### src/rtl/alu_pkg.sv
// Shared opcode encodings, tag constants and the reservation-entry record
// used by the ALU reservation station and its execute datapath.
package alu_pkg;

    // Entry fields are sized for the widest supported configuration
    // (DATA_W <= 64, TAG_W <= 8, OP_W <= 8); narrower builds zero-extend into them.
    localparam int unsigned ALU_DATA_MAX = 64;
    localparam int unsigned ALU_TAG_MAX  = 8;
    localparam int unsigned ALU_OP_MAX   = 8;

    localparam logic [ALU_OP_MAX-1:0] OP_NOP  = 8'd0;
    localparam logic [ALU_OP_MAX-1:0] OP_ADD  = 8'd1;
    localparam logic [ALU_OP_MAX-1:0] OP_SUB  = 8'd2;
    localparam logic [ALU_OP_MAX-1:0] OP_SLL  = 8'd3;
    localparam logic [ALU_OP_MAX-1:0] OP_SLT  = 8'd4;
    localparam logic [ALU_OP_MAX-1:0] OP_SLTU = 8'd5;
    localparam logic [ALU_OP_MAX-1:0] OP_XOR  = 8'd6;
    localparam logic [ALU_OP_MAX-1:0] OP_SRL  = 8'd7;
    localparam logic [ALU_OP_MAX-1:0] OP_SRA  = 8'd8;
    localparam logic [ALU_OP_MAX-1:0] OP_OR   = 8'd9;
    localparam logic [ALU_OP_MAX-1:0] OP_AND  = 8'd10;

    localparam logic [ALU_TAG_MAX-1:0] TAG_FREE = '0;

    typedef struct packed {
        logic                    valid;
        logic [ALU_OP_MAX-1:0]   op;
        logic [ALU_TAG_MAX-1:0]  dest;
        logic [ALU_TAG_MAX-1:0]  tag1;
        logic [ALU_DATA_MAX-1:0] data1;
        logic [ALU_TAG_MAX-1:0]  tag2;
        logic [ALU_DATA_MAX-1:0] data2;
    } rs_entry_t;

    // A waiting operand is woken only by a broadcast of its own, nonzero tag.
    function automatic logic tag_hit(input logic [ALU_TAG_MAX-1:0] t,
                                     input logic [ALU_TAG_MAX-1:0] c);
        return (t != TAG_FREE) && (t == c);
    endfunction

endpackage

### src/rtl/alu_station_if.sv
// Dispatch / result-broadcast / output handshake bundle of the ALU station.
// master = dispatcher and CDB side, slave = the station.
interface alu_station_if #(
    parameter int unsigned RS_DEPTH = 8,
    parameter int unsigned DATA_W   = 32,
    parameter int unsigned TAG_W    = 4,
    parameter int unsigned OP_W     = 4
);
    localparam int unsigned FC_W = $clog2(RS_DEPTH + 1);

    logic              disp_valid;
    logic              disp_ready;
    logic [OP_W-1:0]   disp_op;
    logic [TAG_W-1:0]  disp_dest;
    logic [TAG_W-1:0]  disp_tag1;
    logic [TAG_W-1:0]  disp_tag2;
    logic [DATA_W-1:0] disp_data1;
    logic [DATA_W-1:0] disp_data2;

    logic              cdb_valid;
    logic [TAG_W-1:0]  cdb_tag;
    logic [DATA_W-1:0] cdb_data;

    logic              out_valid;
    logic              out_ready;
    logic [TAG_W-1:0]  out_tag;
    logic [DATA_W-1:0] out_data;

    logic [FC_W-1:0]   free_count;

    modport master (
        output disp_valid, disp_op, disp_dest, disp_tag1, disp_tag2, disp_data1, disp_data2,
        output cdb_valid, cdb_tag, cdb_data, out_ready,
        input  disp_ready, out_valid, out_tag, out_data, free_count
    );

    modport slave (
        input  disp_valid, disp_op, disp_dest, disp_tag1, disp_tag2, disp_data1, disp_data2,
        input  cdb_valid, cdb_tag, cdb_data, out_ready,
        output disp_ready, out_valid, out_tag, out_data, free_count
    );
endinterface

### src/rtl/alu_exec.sv
// Combinational integer ALU: result_c = op(a, b), modulo 2^DATA_W.
// Shifts use the low $clog2(DATA_W) bits of b; unknown opcodes yield zero.
module alu_exec
    import alu_pkg::*;
#(
    parameter int unsigned DATA_W = 32,
    parameter int unsigned OP_W   = 4
) (
    input  logic [OP_W-1:0]   op,
    input  logic [DATA_W-1:0] a,
    input  logic [DATA_W-1:0] b,
    output logic [DATA_W-1:0] result_c
);
    localparam int unsigned SH_W = $clog2(DATA_W);

    logic [SH_W-1:0]       shamt;
    logic [ALU_OP_MAX-1:0] op_x;

    assign shamt = b[SH_W-1:0];
    assign op_x  = ALU_OP_MAX'(op);

    always_comb begin
        result_c = '0;
        case (op_x)
            OP_ADD:  result_c = a + b;
            OP_SUB:  result_c = a - b;
            OP_SLL:  result_c = a << shamt;
            OP_SLT:  result_c = DATA_W'($signed(a) < $signed(b));
            OP_SLTU: result_c = DATA_W'(a < b);
            OP_XOR:  result_c = a ^ b;
            OP_SRL:  result_c = a >> shamt;
            OP_SRA:  result_c = $unsigned($signed(a) >>> shamt);
            OP_OR:   result_c = a | b;
            OP_AND:  result_c = a & b;
            default: result_c = '0;
        endcase
    end
endmodule

### src/rtl/alu_station.sv
// ALU reservation station: holds dispatched ops until both operands arrive on
// the CDB, then issues one per cycle through alu_exec into a registered output.
// Define ALU_STATION_AGE_EN for oldest-first issue (age matrix); otherwise lowest index wins.
module alu_station
    import alu_pkg::*;
#(
    parameter int unsigned RS_DEPTH = 8,
    parameter int unsigned DATA_W   = 32,
    parameter int unsigned TAG_W    = 4,
    parameter int unsigned OP_W     = 4
) (
    input logic         clk,
    input logic         rst,
    input logic         flush,
    alu_station_if.slave io
);
    localparam int unsigned IDX_W = $clog2(RS_DEPTH);
    localparam int unsigned FC_W  = $clog2(RS_DEPTH + 1);

    rs_entry_t         ent_q [RS_DEPTH];
    rs_entry_t         ent_d [RS_DEPTH];
    logic              out_valid_q, out_valid_d;
    logic [TAG_W-1:0]  out_tag_q,   out_tag_d;
    logic [DATA_W-1:0] out_data_q,  out_data_d;
    logic [FC_W-1:0]   free_q,      free_d;
    logic              disp_ready_q, disp_ready_d;

    logic [RS_DEPTH-1:0]    ready_vec;
    logic [RS_DEPTH-1:0]    sel_vec;
    logic [IDX_W-1:0]       issue_idx;
    logic [IDX_W-1:0]       disp_idx;
    logic                   issue_go;
    logic                   disp_fire;
    logic                   cdb_on;
    logic [ALU_TAG_MAX-1:0] cdb_tag_x;
    rs_entry_t              new_ent;
    logic [OP_W-1:0]        exec_op;
    logic [DATA_W-1:0]      exec_a, exec_b, exec_res;

    assign cdb_on    = io.cdb_valid;
    assign cdb_tag_x = ALU_TAG_MAX'(io.cdb_tag);
    assign disp_fire = io.disp_valid && disp_ready_q;

    // Readiness and slot choice look only at registered state.
    always_comb begin
        for (int i = 0; i < RS_DEPTH; i++) begin
            ready_vec[i] = ent_q[i].valid && (ent_q[i].tag1 == TAG_FREE)
                           && (ent_q[i].tag2 == TAG_FREE);
        end
    end

    always_comb begin
        disp_idx = '0;
        for (int i = RS_DEPTH - 1; i >= 0; i--) begin
            if (!ent_q[i].valid) disp_idx = IDX_W'(i);
        end
    end

`ifdef ALU_STATION_AGE_EN
    // older_q[j][i] set means entry j was dispatched before entry i.
    logic [RS_DEPTH-1:0] older_q [RS_DEPTH];
    logic [RS_DEPTH-1:0] older_d [RS_DEPTH];

    always_comb begin
        sel_vec = ready_vec;
        for (int i = 0; i < RS_DEPTH; i++) begin
            for (int j = 0; j < RS_DEPTH; j++) begin
                if (ready_vec[j] && older_q[j][i]) sel_vec[i] = 1'b0;
            end
        end
    end

    always_comb begin
        older_d = older_q;
        if (disp_fire) begin
            older_d[disp_idx] = '0;
            for (int j = 0; j < RS_DEPTH; j++) begin
                if (IDX_W'(j) != disp_idx) older_d[j][disp_idx] = 1'b1;
            end
        end
        if (flush) begin
            for (int j = 0; j < RS_DEPTH; j++) older_d[j] = '0;
        end
    end

    always_ff @(posedge clk) begin
        if (rst) begin
            for (int j = 0; j < RS_DEPTH; j++) older_q[j] <= '0;
        end else begin
            older_q <= older_d;
        end
    end
`else
    assign sel_vec = ready_vec;
`endif

    always_comb begin
        issue_idx = '0;
        for (int i = RS_DEPTH - 1; i >= 0; i--) begin
            if (sel_vec[i]) issue_idx = IDX_W'(i);
        end
    end

    assign issue_go = (|ready_vec) && (!out_valid_q || io.out_ready);
    assign exec_op  = OP_W'(ent_q[issue_idx].op);
    assign exec_a   = DATA_W'(ent_q[issue_idx].data1);
    assign exec_b   = DATA_W'(ent_q[issue_idx].data2);

    alu_exec #(
        .DATA_W (DATA_W),
        .OP_W   (OP_W)
    ) u_exec (
        .op       (exec_op),
        .a        (exec_a),
        .b        (exec_b),
        .result_c (exec_res)
    );

    // Incoming entry snoops the CDB so a same-cycle broadcast is not lost.
    always_comb begin
        new_ent       = '0;
        new_ent.valid = 1'b1;
        new_ent.op    = ALU_OP_MAX'(io.disp_op);
        new_ent.dest  = ALU_TAG_MAX'(io.disp_dest);
        new_ent.tag1  = ALU_TAG_MAX'(io.disp_tag1);
        new_ent.data1 = ALU_DATA_MAX'(io.disp_data1);
        new_ent.tag2  = ALU_TAG_MAX'(io.disp_tag2);
        new_ent.data2 = ALU_DATA_MAX'(io.disp_data2);
        if (cdb_on && tag_hit(new_ent.tag1, cdb_tag_x)) begin
            new_ent.tag1  = TAG_FREE;
            new_ent.data1 = ALU_DATA_MAX'(io.cdb_data);
        end
        if (cdb_on && tag_hit(new_ent.tag2, cdb_tag_x)) begin
            new_ent.tag2  = TAG_FREE;
            new_ent.data2 = ALU_DATA_MAX'(io.cdb_data);
        end
    end

    // Next state: wakeup, issue, dispatch, then flush overriding all of them.
    always_comb begin
        ent_d       = ent_q;
        out_valid_d = out_valid_q;
        out_tag_d   = out_tag_q;
        out_data_d  = out_data_q;
        free_d      = '0;

        for (int i = 0; i < RS_DEPTH; i++) begin
            if (ent_q[i].valid && cdb_on && tag_hit(ent_q[i].tag1, cdb_tag_x)) begin
                ent_d[i].tag1  = TAG_FREE;
                ent_d[i].data1 = ALU_DATA_MAX'(io.cdb_data);
            end
            if (ent_q[i].valid && cdb_on && tag_hit(ent_q[i].tag2, cdb_tag_x)) begin
                ent_d[i].tag2  = TAG_FREE;
                ent_d[i].data2 = ALU_DATA_MAX'(io.cdb_data);
            end
        end

        if (issue_go) begin
            ent_d[issue_idx].valid = 1'b0;
            out_valid_d            = 1'b1;
            out_tag_d              = TAG_W'(ent_q[issue_idx].dest);
            out_data_d             = exec_res;
        end else if (io.out_ready) begin
            out_valid_d = 1'b0;
        end

        if (disp_fire) ent_d[disp_idx] = new_ent;

        if (flush) begin
            for (int i = 0; i < RS_DEPTH; i++) ent_d[i].valid = 1'b0;
            out_valid_d = 1'b0;
        end

        for (int i = 0; i < RS_DEPTH; i++) begin
            if (!ent_d[i].valid) free_d = free_d + FC_W'(1);
        end
        disp_ready_d = (free_d != '0);
    end

    always_ff @(posedge clk) begin
        if (rst) begin
            for (int i = 0; i < RS_DEPTH; i++) ent_q[i] <= '0;
            out_valid_q  <= 1'b0;
            out_tag_q    <= '0;
            out_data_q   <= '0;
            free_q       <= FC_W'(RS_DEPTH);
            disp_ready_q <= 1'b1;
        end else begin
            ent_q        <= ent_d;
            out_valid_q  <= out_valid_d;
            out_tag_q    <= out_tag_d;
            out_data_q   <= out_data_d;
            free_q       <= free_d;
            disp_ready_q <= disp_ready_d;
        end
    end

    assign io.disp_ready = disp_ready_q;
    assign io.out_valid  = out_valid_q;
    assign io.out_tag    = out_tag_q;
    assign io.out_data   = out_data_q;
    assign io.free_count = free_q;

endmodule

### src/flat_wrapper.sv
// flat-port wrapper written by rule: the top's interface ports become plain ports
module alu_station_flat import alu_pkg::*;
#(
    parameter int unsigned RS_DEPTH = 8,
    parameter int unsigned DATA_W   = 32,
    parameter int unsigned TAG_W    = 4,
    parameter int unsigned OP_W     = 4
)
  (clk, rst, flush, io_disp_valid, io_disp_op, io_disp_dest, io_disp_tag1, io_disp_tag2, io_disp_data1, io_disp_data2, io_cdb_valid, io_cdb_tag, io_cdb_data, io_out_ready, io_disp_ready, io_out_valid, io_out_tag, io_out_data, io_free_count);
  alu_station_if #(.RS_DEPTH(RS_DEPTH), .DATA_W(DATA_W), .TAG_W(TAG_W), .OP_W(OP_W)) io_i ();
  input logic clk;
  input logic rst;
  input logic flush;
  input wire logic [$bits(io_i.disp_valid)-1:0] io_disp_valid;
  input wire logic [$bits(io_i.disp_op)-1:0] io_disp_op;
  input wire logic [$bits(io_i.disp_dest)-1:0] io_disp_dest;
  input wire logic [$bits(io_i.disp_tag1)-1:0] io_disp_tag1;
  input wire logic [$bits(io_i.disp_tag2)-1:0] io_disp_tag2;
  input wire logic [$bits(io_i.disp_data1)-1:0] io_disp_data1;
  input wire logic [$bits(io_i.disp_data2)-1:0] io_disp_data2;
  input wire logic [$bits(io_i.cdb_valid)-1:0] io_cdb_valid;
  input wire logic [$bits(io_i.cdb_tag)-1:0] io_cdb_tag;
  input wire logic [$bits(io_i.cdb_data)-1:0] io_cdb_data;
  input wire logic [$bits(io_i.out_ready)-1:0] io_out_ready;
  output wire logic [$bits(io_i.disp_ready)-1:0] io_disp_ready;
  output wire logic [$bits(io_i.out_valid)-1:0] io_out_valid;
  output wire logic [$bits(io_i.out_tag)-1:0] io_out_tag;
  output wire logic [$bits(io_i.out_data)-1:0] io_out_data;
  output wire logic [$bits(io_i.free_count)-1:0] io_free_count;
  assign io_i.disp_valid = io_disp_valid;
  assign io_i.disp_op = io_disp_op;
  assign io_i.disp_dest = io_disp_dest;
  assign io_i.disp_tag1 = io_disp_tag1;
  assign io_i.disp_tag2 = io_disp_tag2;
  assign io_i.disp_data1 = io_disp_data1;
  assign io_i.disp_data2 = io_disp_data2;
  assign io_i.cdb_valid = io_cdb_valid;
  assign io_i.cdb_tag = io_cdb_tag;
  assign io_i.cdb_data = io_cdb_data;
  assign io_i.out_ready = io_out_ready;
  assign io_disp_ready = io_i.disp_ready;
  assign io_out_valid = io_i.out_valid;
  assign io_out_tag = io_i.out_tag;
  assign io_out_data = io_i.out_data;
  assign io_free_count = io_i.free_count;
  alu_station #(.RS_DEPTH(RS_DEPTH), .DATA_W(DATA_W), .TAG_W(TAG_W), .OP_W(OP_W)) u_core (.clk(clk), .rst(rst), .flush(flush), .io(io_i));
endmodule
### config.mk
export PLATFORM = sky130hd
export DESIGN_NAME = alu_station_flat
export DESIGN_NICKNAME = d
export VERILOG_FILES = /design/src/rtl/alu_pkg.sv /design/src/rtl/alu_station_if.sv /design/src/rtl/alu_exec.sv /design/src/rtl/alu_station.sv /design/src/flat_wrapper.sv
export SDC_FILE = /design/constraint.sdc
export NUM_CORES = 2
export LEC_CHECK = 0
export ABC_AREA = 1
export BUFFER_PORTS_ARGS = -buffer_cell sky130_fd_sc_hd__buf_4
export CAP_MARGIN = 20
export CORE_MARGIN = 5
export CORE_UTILIZATION = 55
export CTS_BUF_LIST = sky130_fd_sc_hd__clkbuf_16
export DETAILED_ROUTE_END_ITERATION = 6
export MAX_ROUTING_LAYER = met4
export PLACE_DENSITY_LB_ADDON = 0.25
export SYNTH_ARGS = -nofsm -noshare
export SYNTH_HDL_FRONTEND = slang
export SYNTH_HIERARCHICAL = 1
export SYNTH_SLANG_ARGS = --single-unit
### constraint.sdc
create_clock -name clk -period 8.15 [get_ports clk]
set_input_delay 0.815 -clock clk [delete_from_list [all_inputs] [get_ports clk]]
set_output_delay 0.815 -clock clk [all_outputs]
set_load 0.005 [all_outputs]
; ---- Word-level counts from Yosys, hierarchy flattened
; Index checks and enable logic that the tools add are counted.
[word_totals]
ff_bits = 1330
inputBits = 122
word_cells = 280
[classes]
addsub = 9
order_cmp = 6
n_eq_ne = 28
n_shift = 3
mux = 64
n_bitwise = 5
reduce_logical = 104
[op_table]
columns = cell, count
row1 = 1288-bit bitwise mux, 2
row2 = 1288-bit two-way mux, 2
row3 = 72-bit two-way mux, 16
row4 = 161-bit demux with 3-bit select, 2
row5 = 161-bit binary-select mux with 3-bit select, 1
row6 = 161-bit two-way mux, 2
row7 = 32-bit case mux with 10 select lines, 1
row8 = 156-bit two-way mux, 2
row9 = 68-bit two-way mux, 2
row10 = 8-bit by 4-bit == test with 1-bit output, 16
row11 = 8-bit zero test, 16
row12 = 8-bit nonzero test, 16
row13 = 1-bit logical AND, 64
row14 = 32-bit < comparator, 2
row15 = 3-bit two-way mux, 16
row16 = 32-bit adder, 1
row17 = 32-bit AND, 1
row18 = 32-bit OR, 1
row19 = 32-bit by 5-bit << shifter with 32-bit output, 1
row20 = 32-bit by 5-bit right shift with 32-bit output, 1
row21 = 32-bit by 5-bit >>> shifter with 32-bit output, 1
row22 = 32-bit subtractor, 1
row23 = 32-bit bitwise XOR, 1
row24 = 4-bit two-way mux, 7
row25 = 17 further kinds, 44

; ---- Longest topological paths before layout
[depth]
depth_word = 37
ltp_mapped = 40
mapped_depth_nobuf = 39

; ---- By module
; Netlist, hierarchy kept.
[by_module_without_submodules]
columns = module, instances, cells_each, area_per_inst_um2, seq_area_each_um2
row1 = alu_station, 1, 5291, 36621.4, 15094.5
row2 = alu_exec, 1, 2053, 9972.1, 0.0

; ---- Worst setup path before layout
; Ideal clock, no wire load.
[synth_path]
path_type = input port to flip-flop
startpoint = input io_out_ready
endpoint = register u_core.disp_ready_q (netlist: u_core/io.disp_ready)
setup_time_ps = 135
arrival_time_ps = 4780
t_required_ps = 8015
path_slack_ps = 3235
cell_stages = 29
path_buffers = 0
cell_sequence = nor2_1 -> inv_1 -> nand2_4 -> nor2_2 -> nand3_1 -> nand2_1 -> nand2_1 -> nand2_1 -> ha_1 -> inv_1 -> nand3_1 -> nand2_2 -> inv_1 -> ha_1 -> or2_2 -> a21boi_0 -> ha_1 -> nand2_1 -> nand2_1 -> o221a_2 -> ha_1 -> nand2_1 -> nand2_1 -> ha_1 -> or2_2 -> nand2_1 -> nand3_1 -> nor2_1 -> nand4_1
[synth_via]
elab_chain_len = 22
word_cells_on_any_way = 29
cone_classes = 7 x add/sub / 19 x mux / 3 x reduce/logical
[synth_rtl]
columns = item, line_no
row1 = start: declaration, flat_wrapper.sv:24  ; input wire logic [$bits(io_i.out_ready)-1:0] io_out_ready;
row2 = 1-bit logical OR (*), alu_station.sv:104  ; assign issue_go = (|ready_vec) && (!out_valid_q || io.out_ready);
row3 = 1-bit logical AND (*), alu_station.sv:104
row4 = 1288-bit two-way mux (*), alu_station.sv:158  ; if (issue_go) begin
row5 = 1288-bit bitwise mux, alu_station.sv:167  ; if (disp_fire) ent_d[disp_idx] = new_ent;
row6 = 1288-bit two-way mux (*), alu_station.sv:167
row7 = 1-bit two-way mux, alu_station.sv:169  ; if (flush) begin
row8 = 1-bit two-way mux, alu_station.sv:175  ; if (!ent_d[i].valid) free_d = free_d + FC_W'(1);
row9 = 1-bit by 1-bit adder with 2-bit output, alu_station.sv:175
row10 = [6 not listed], -
row11 = 4-bit two-way mux, alu_station.sv:175
row12 = 4-bit by 1-bit adder with 4-bit output, alu_station.sv:175
row13 = 4-bit two-way mux, alu_station.sv:175
row14 = 4-bit by 1-bit adder with 4-bit output, alu_station.sv:175
row15 = 4-bit two-way mux, alu_station.sv:175
row16 = 4-bit by 1-bit adder with 4-bit output, alu_station.sv:175
row17 = 4-bit two-way mux (*), alu_station.sv:175
row18 = 4-bit nonzero test (*), alu_station.sv:177  ; disp_ready_d = (free_d != '0);
row19 = end signal: assignment, alu_station.sv:194  ; disp_ready_q <= disp_ready_d;
row20 = end: declaration, alu_station.sv:26  ; logic disp_ready_q, disp_ready_d;
; Mark *: on every way between the ends. The rest lies on a longest branch, timed or not.
; A chain may end at the register's enable or synchronous reset.

; ---- Final worst setup path
[layout_path]
startpoint = register u_core/ent_q[143] in the netlist's numbering
endpoint = register u_core.out_data_q[26] (netlist: u_core/io.out_data[26])
[layout_via]
elab_chain_len = 17
word_cells_on_any_way = 36
cone_classes = 2 x add/sub / 10 x eq/ne / 3 x shift / 12 x mux / 4 x bitwise / 5 x reduce/logical
[layout_rtl]
columns = item, line_no
row1 = start: declaration, alu_station.sv:20  ; rs_entry_t ent_q [RS_DEPTH];
row2 = start signal: assignment, alu_station.sv:189  ; ent_q <= ent_d;
row3 = 8-bit zero test (*), alu_station.sv:47  ; ready_vec[i] = ent_q[i].valid && (ent_q[i].tag1 == TAG_FREE)
row4 = 1-bit logical AND (*), alu_station.sv:47
row5 = 1-bit logical AND (*), alu_station.sv:48  ; && (ent_q[i].tag2 == TAG_FREE);
row6 = 3-bit two-way mux (*) (8 in series), alu_station.sv:100  ; if (sel_vec[i]) issue_idx = IDX_W'(i);
row7 = 3-bit inverter with 4-bit output (not written as such) (*), alu_station.sv:106  ; assign exec_a = DATA_W'(ent_q[issue_idx].data1);
row8 = 161-bit binary-select mux with 3-bit select (*), alu_station.sv:106
row9 = 156-bit two-way mux (not written as such) (*) (2 in series), alu_station.sv:105  ; assign exec_op = OP_W'(ent_q[issue_idx].op);
row10 = via u_core.exec_a[0], alu_station.sv:38  ; logic [DATA_W-1:0] exec_a, exec_b, exec_res;
row11 = "32-bit subtractor, or another cell as far along", alu_exec.sv:26  ; OP_SUB: result_c = a - b;
row12 = 32-bit case mux with 10 select lines (*), alu_exec.sv:24  ; case (op_x)
row13 = via u_core.exec_res[26], alu_station.sv:38
row14 = end signal: assignment, alu_station.sv:192  ; out_data_q <= out_data_d;
row15 = end: declaration, alu_station.sv:24  ; logic [DATA_W-1:0] out_data_q, out_data_d;
; Mark *: on every way through the listed nets, which the timed path passes. The rest lies on a longest branch. The select of a mux whose other input is x is not followed.

==> results.ini <==
[clocking]
cts_tree=built
numCtsBuffers=83
post-cts-setup-buffers=0
clock-root-buffer=clkbuf_16
h-tree-depth=3
clock-sinks=754
clk_latency_ps=680
clock_path_buffers=3
ctsResizeCount=0
holdBufCountCts=0
path_clk_slew_ps=60

[sta]
skew_ps=61.3
period_share_pct=79.3
hold_ws_ps=432
final_max_slew_viol_count=0
hold_violations=0
worstMarginPinSlew_ps=1300
slew_headroom_pct=13.0
clock.fmax_ghz=0.155
setup_viol=0
rsz0062_at_grt=false
min_period_ps=6470
setup_tns_ps=0

[worst_setup_path]
r2r_cells=33
r2r-end=u_core/io.out_data[26]$_SDFFE_PP0P_
cp.required_ps=8670
path_class=register to register
cp-start-kind=register
cp_data_arrival_time_ps=6980
critical_path.max_stage_delay_ps=840
crit_fanout=84
endpoint_kind=register
crit_top_cell=nand2_1
slowest_stage=o2111ai_1
rr_startpoint=u_core/ent_q[143]$_SDFF_PP0_
r2r_slack_ps=1680

[floorplanning]
num_rows=106
die_y_um=301
initial_core_util_pct=55.6
die_x_um=301
boundaryPins=164
die_area_um2=90600
core-area_um2=83800

[layout]
final_cell_area_um2=50800
syn2layout_area_growth_pct=8.99
fin_nets=7380
nFillCells=8132
final_core_util_pct=60.6
layout-drive-gt1-share_pct=7.30

[power_and_ir_drop]
power_density_nw_per_um2=236
ir_drop_v=0.000174
p_leak_uw=0.0212

[logic_synthesis]
syn_nets=7572
syn-cell-area_um2=46600
ys_types=59
seq_area_frac_synth_pct=32.4
yosysWarnings=6
postSynthAreaPerCell_um2=6.34
synth_seq_cells=754
synth_edf_count=0
syn_inst=7344
yosys_most_used_dff=dfxtp_1
async_flop_share_pct=0

[global_routing]
grt_start_max_net_pins=250
antenna_found_initial=3
grt_usage_pct=41.9
grt_pass1_wl_um=290000
grt_pass1_vias=47300
grt.overflow.total=0

[place]
place_congestion=1.15
portBuffers=163
dp.final_hpwl_um=126000
dpl_cell_area_um2=48200

[drt]
ant_nets=0
routed_wl_um=194000
vias=53200
vias_per_cell=6.36
wl_per_cell_um=23.2
dr.pass1.iters=7
first_iter_violations=7786
drcViolationCount=7

[run_status]
status=finished, violations left
failed_checks=DRC

[min_path]
hp-start=u_core/ent_q[947]$_SDFF_PP0_
hold_depth=2
hold_path.class=register to register
whs_endpoint=u_core/ent_q[947]$_SDFF_PP0_

[job]
cap_viol_max_count=0

[synth_stat cells, types with 8 or more instances]
| master | number | area, um^2 |
|---|---|---|
| nand2_1 | 1339 | 5030 |
| o21ai_0 | 1267 | 6340 |
| nor2_1 | 865 | 3250 |
| dfxtp_1 | 754 | 15100 |
| a21oi_1 | 680 | 3400 |
| inv_1 | 572 | 2150 |
| clkbuf_1 | 444 | 1670 |
| nand3_1 | 429 | 2150 |
| a211oi_1 | 143 | 1070 |
| o22ai_1 | 121 | 757 |
| ha_1 | 104 | 1300 |
| o2111ai_1 | 77 | 674 |
| o211ai_1 | 63 | 473 |
| buf_2 | 55 | 275 |
| nand4_1 | 47 | 294 |
| nor3_1 | 46 | 230 |
| buf_1 | 40 | 150 |
| mux2i_1 | 32 | 320 |
| inv_2 | 27 | 101 |
| nand2_2 | 25 | 156 |
| xor2_1 | 25 | 219 |
| nor2_2 | 18 | 113 |
| o21ai_1 | 18 | 90.1 |
| nor4_1 | 14 | 87.6 |
| o21bai_1 | 13 | 97.6 |
| and2_1 | 10 | 62.6 |
| nand3_2 | 10 | 100 |
| buf_4 | 9 | 67.6 |
| or2_2 | 8 | 50.1 |
| xnor2_1 | 8 | 70.1 |
[sequential cells by signal, indices dropped and copies added (netlist names)]
name,count
u_core/ent_q,712
u_core/io.disp_ready,1
u_core/io.out_valid,1
u_core/io.out_data,32
u_core/io.free_count,4
u_core/io.out_tag,4
[cells by family (layout without fill, tap and decap cells)]
family / after synthesis / after routing / synth area share [%]
other cells: 0 / 4 / 0
buf+inv: 1156 / 1029 / 9.59
flops: 754 / 754 / 32.4
simple gates: 2835 / 2835 / 25.3
mux: 32 / 32 / 0.687
xor+xnor: 33 / 33 / 0.620
fa+ha+maj: 106 / 106 / 2.88
compound gates: 2428 / 2428 / 28.5
[cells in the final DEF (no fill, tap or decap), drive strengths merged, types with 32 or more instances in the layout]
| master | instances |
|---|---|
| buf | 277 |
| inv | 619 |
| o211ai | 63 |
| dfxtp | 754 |
| mux2i | 32 |
| nor3 | 49 |
| ha | 104 |
| nand2 | 1370 |
| nor2 | 888 |
| a211oi | 143 |
| o22ai | 121 |
| a21oi | 683 |
| nand4 | 47 |
| clkbuf | 83 |
| clkinv | 42 |
| o21ai | 1286 |
| o2111ai | 77 |
| nand3 | 441 |
[final cells by class]
type                    instances  area [um^2]  area share [%]
clock inverters                67          532            1.05
well taps                    1134         1420            2.79
repair buffers                277         2130            4.20
diodes                          4         10.0          0.0197
flip-flops and latches        754        15100            29.7
multi-input cells            5434        27200            53.6
inverters                     602         2280            4.50
clock buffers                  83         2080            4.09
[worst max path at each step]
stage / startpoint / to / slack (ps) / cells past startpoint
3_3_place_gp: u_core/ent_q[143]$_SDFF_PP0_ / u_core/io.out_data[26]$_SDFFE_PP0P_ / 2150 / 33
4_1_cts: u_core/ent_q[143]$_SDFF_PP0_ / u_core/io.out_data[26]$_SDFFE_PP0P_ / 1970 / 33
5_1_grt: u_core/ent_q[143]$_SDFF_PP0_ / u_core/io.out_data[28]$_SDFFE_PP0P_ / 1360 / 33
2_1_floorplan: io_out_ready / u_core/io.disp_ready$_SDFF_PP1_ / 3230 / 29
6_report: u_core/ent_q[143]$_SDFF_PP0_ / u_core/io.out_data[26]$_SDFFE_PP0P_ / 1680 / 33
3_5_place_dp: u_core/ent_q[143]$_SDFF_PP0_ / u_core/io.out_data[26]$_SDFFE_PP0P_ / 2030 / 33
[power by group]
group | internal [uW] | leakage [uW] | switching [uW]
sequential | 3840 | 0.00610 | 96.9
combinational | 1200 | 0.0137 | 3180
clock | 1970 | 0.00133 | 1700
[worst max-delay path: cells and delay by family (launching register included)]
| kind | cells | cell delay (ps) |
|---|---|---|
| AOI/OAI and AO/OA | 2 | 1020 |
| adders and majority gates | 2 | 730 |
| buffers and inverters | 4 | 1250 |
| DFF | 1 | 310 |
| and+or+nand+nor | 25 | 2750 |
[metal layers]
layer | part of all wire [%] | global-route usage, %
met5 | 0 | -
met4 | 6.2 | 20.8
met3 | 13 | 8.39
met2 | 42 | 61.4
met1 | 39 | 55.2
[through the flow]
step,instances,setup WS (ps),power (uW)
2_1_floorplan,7344,3230,6730
3_3_place_gp,8201,2150,8160
3_5_place_dp,8201,2030,8180
4_1_cts,8351,1970,11800
5_1_grt,8354,1360,12500
6_report,8355,1680,12000
Note: power is estimated with default switching activity, not from simulation.
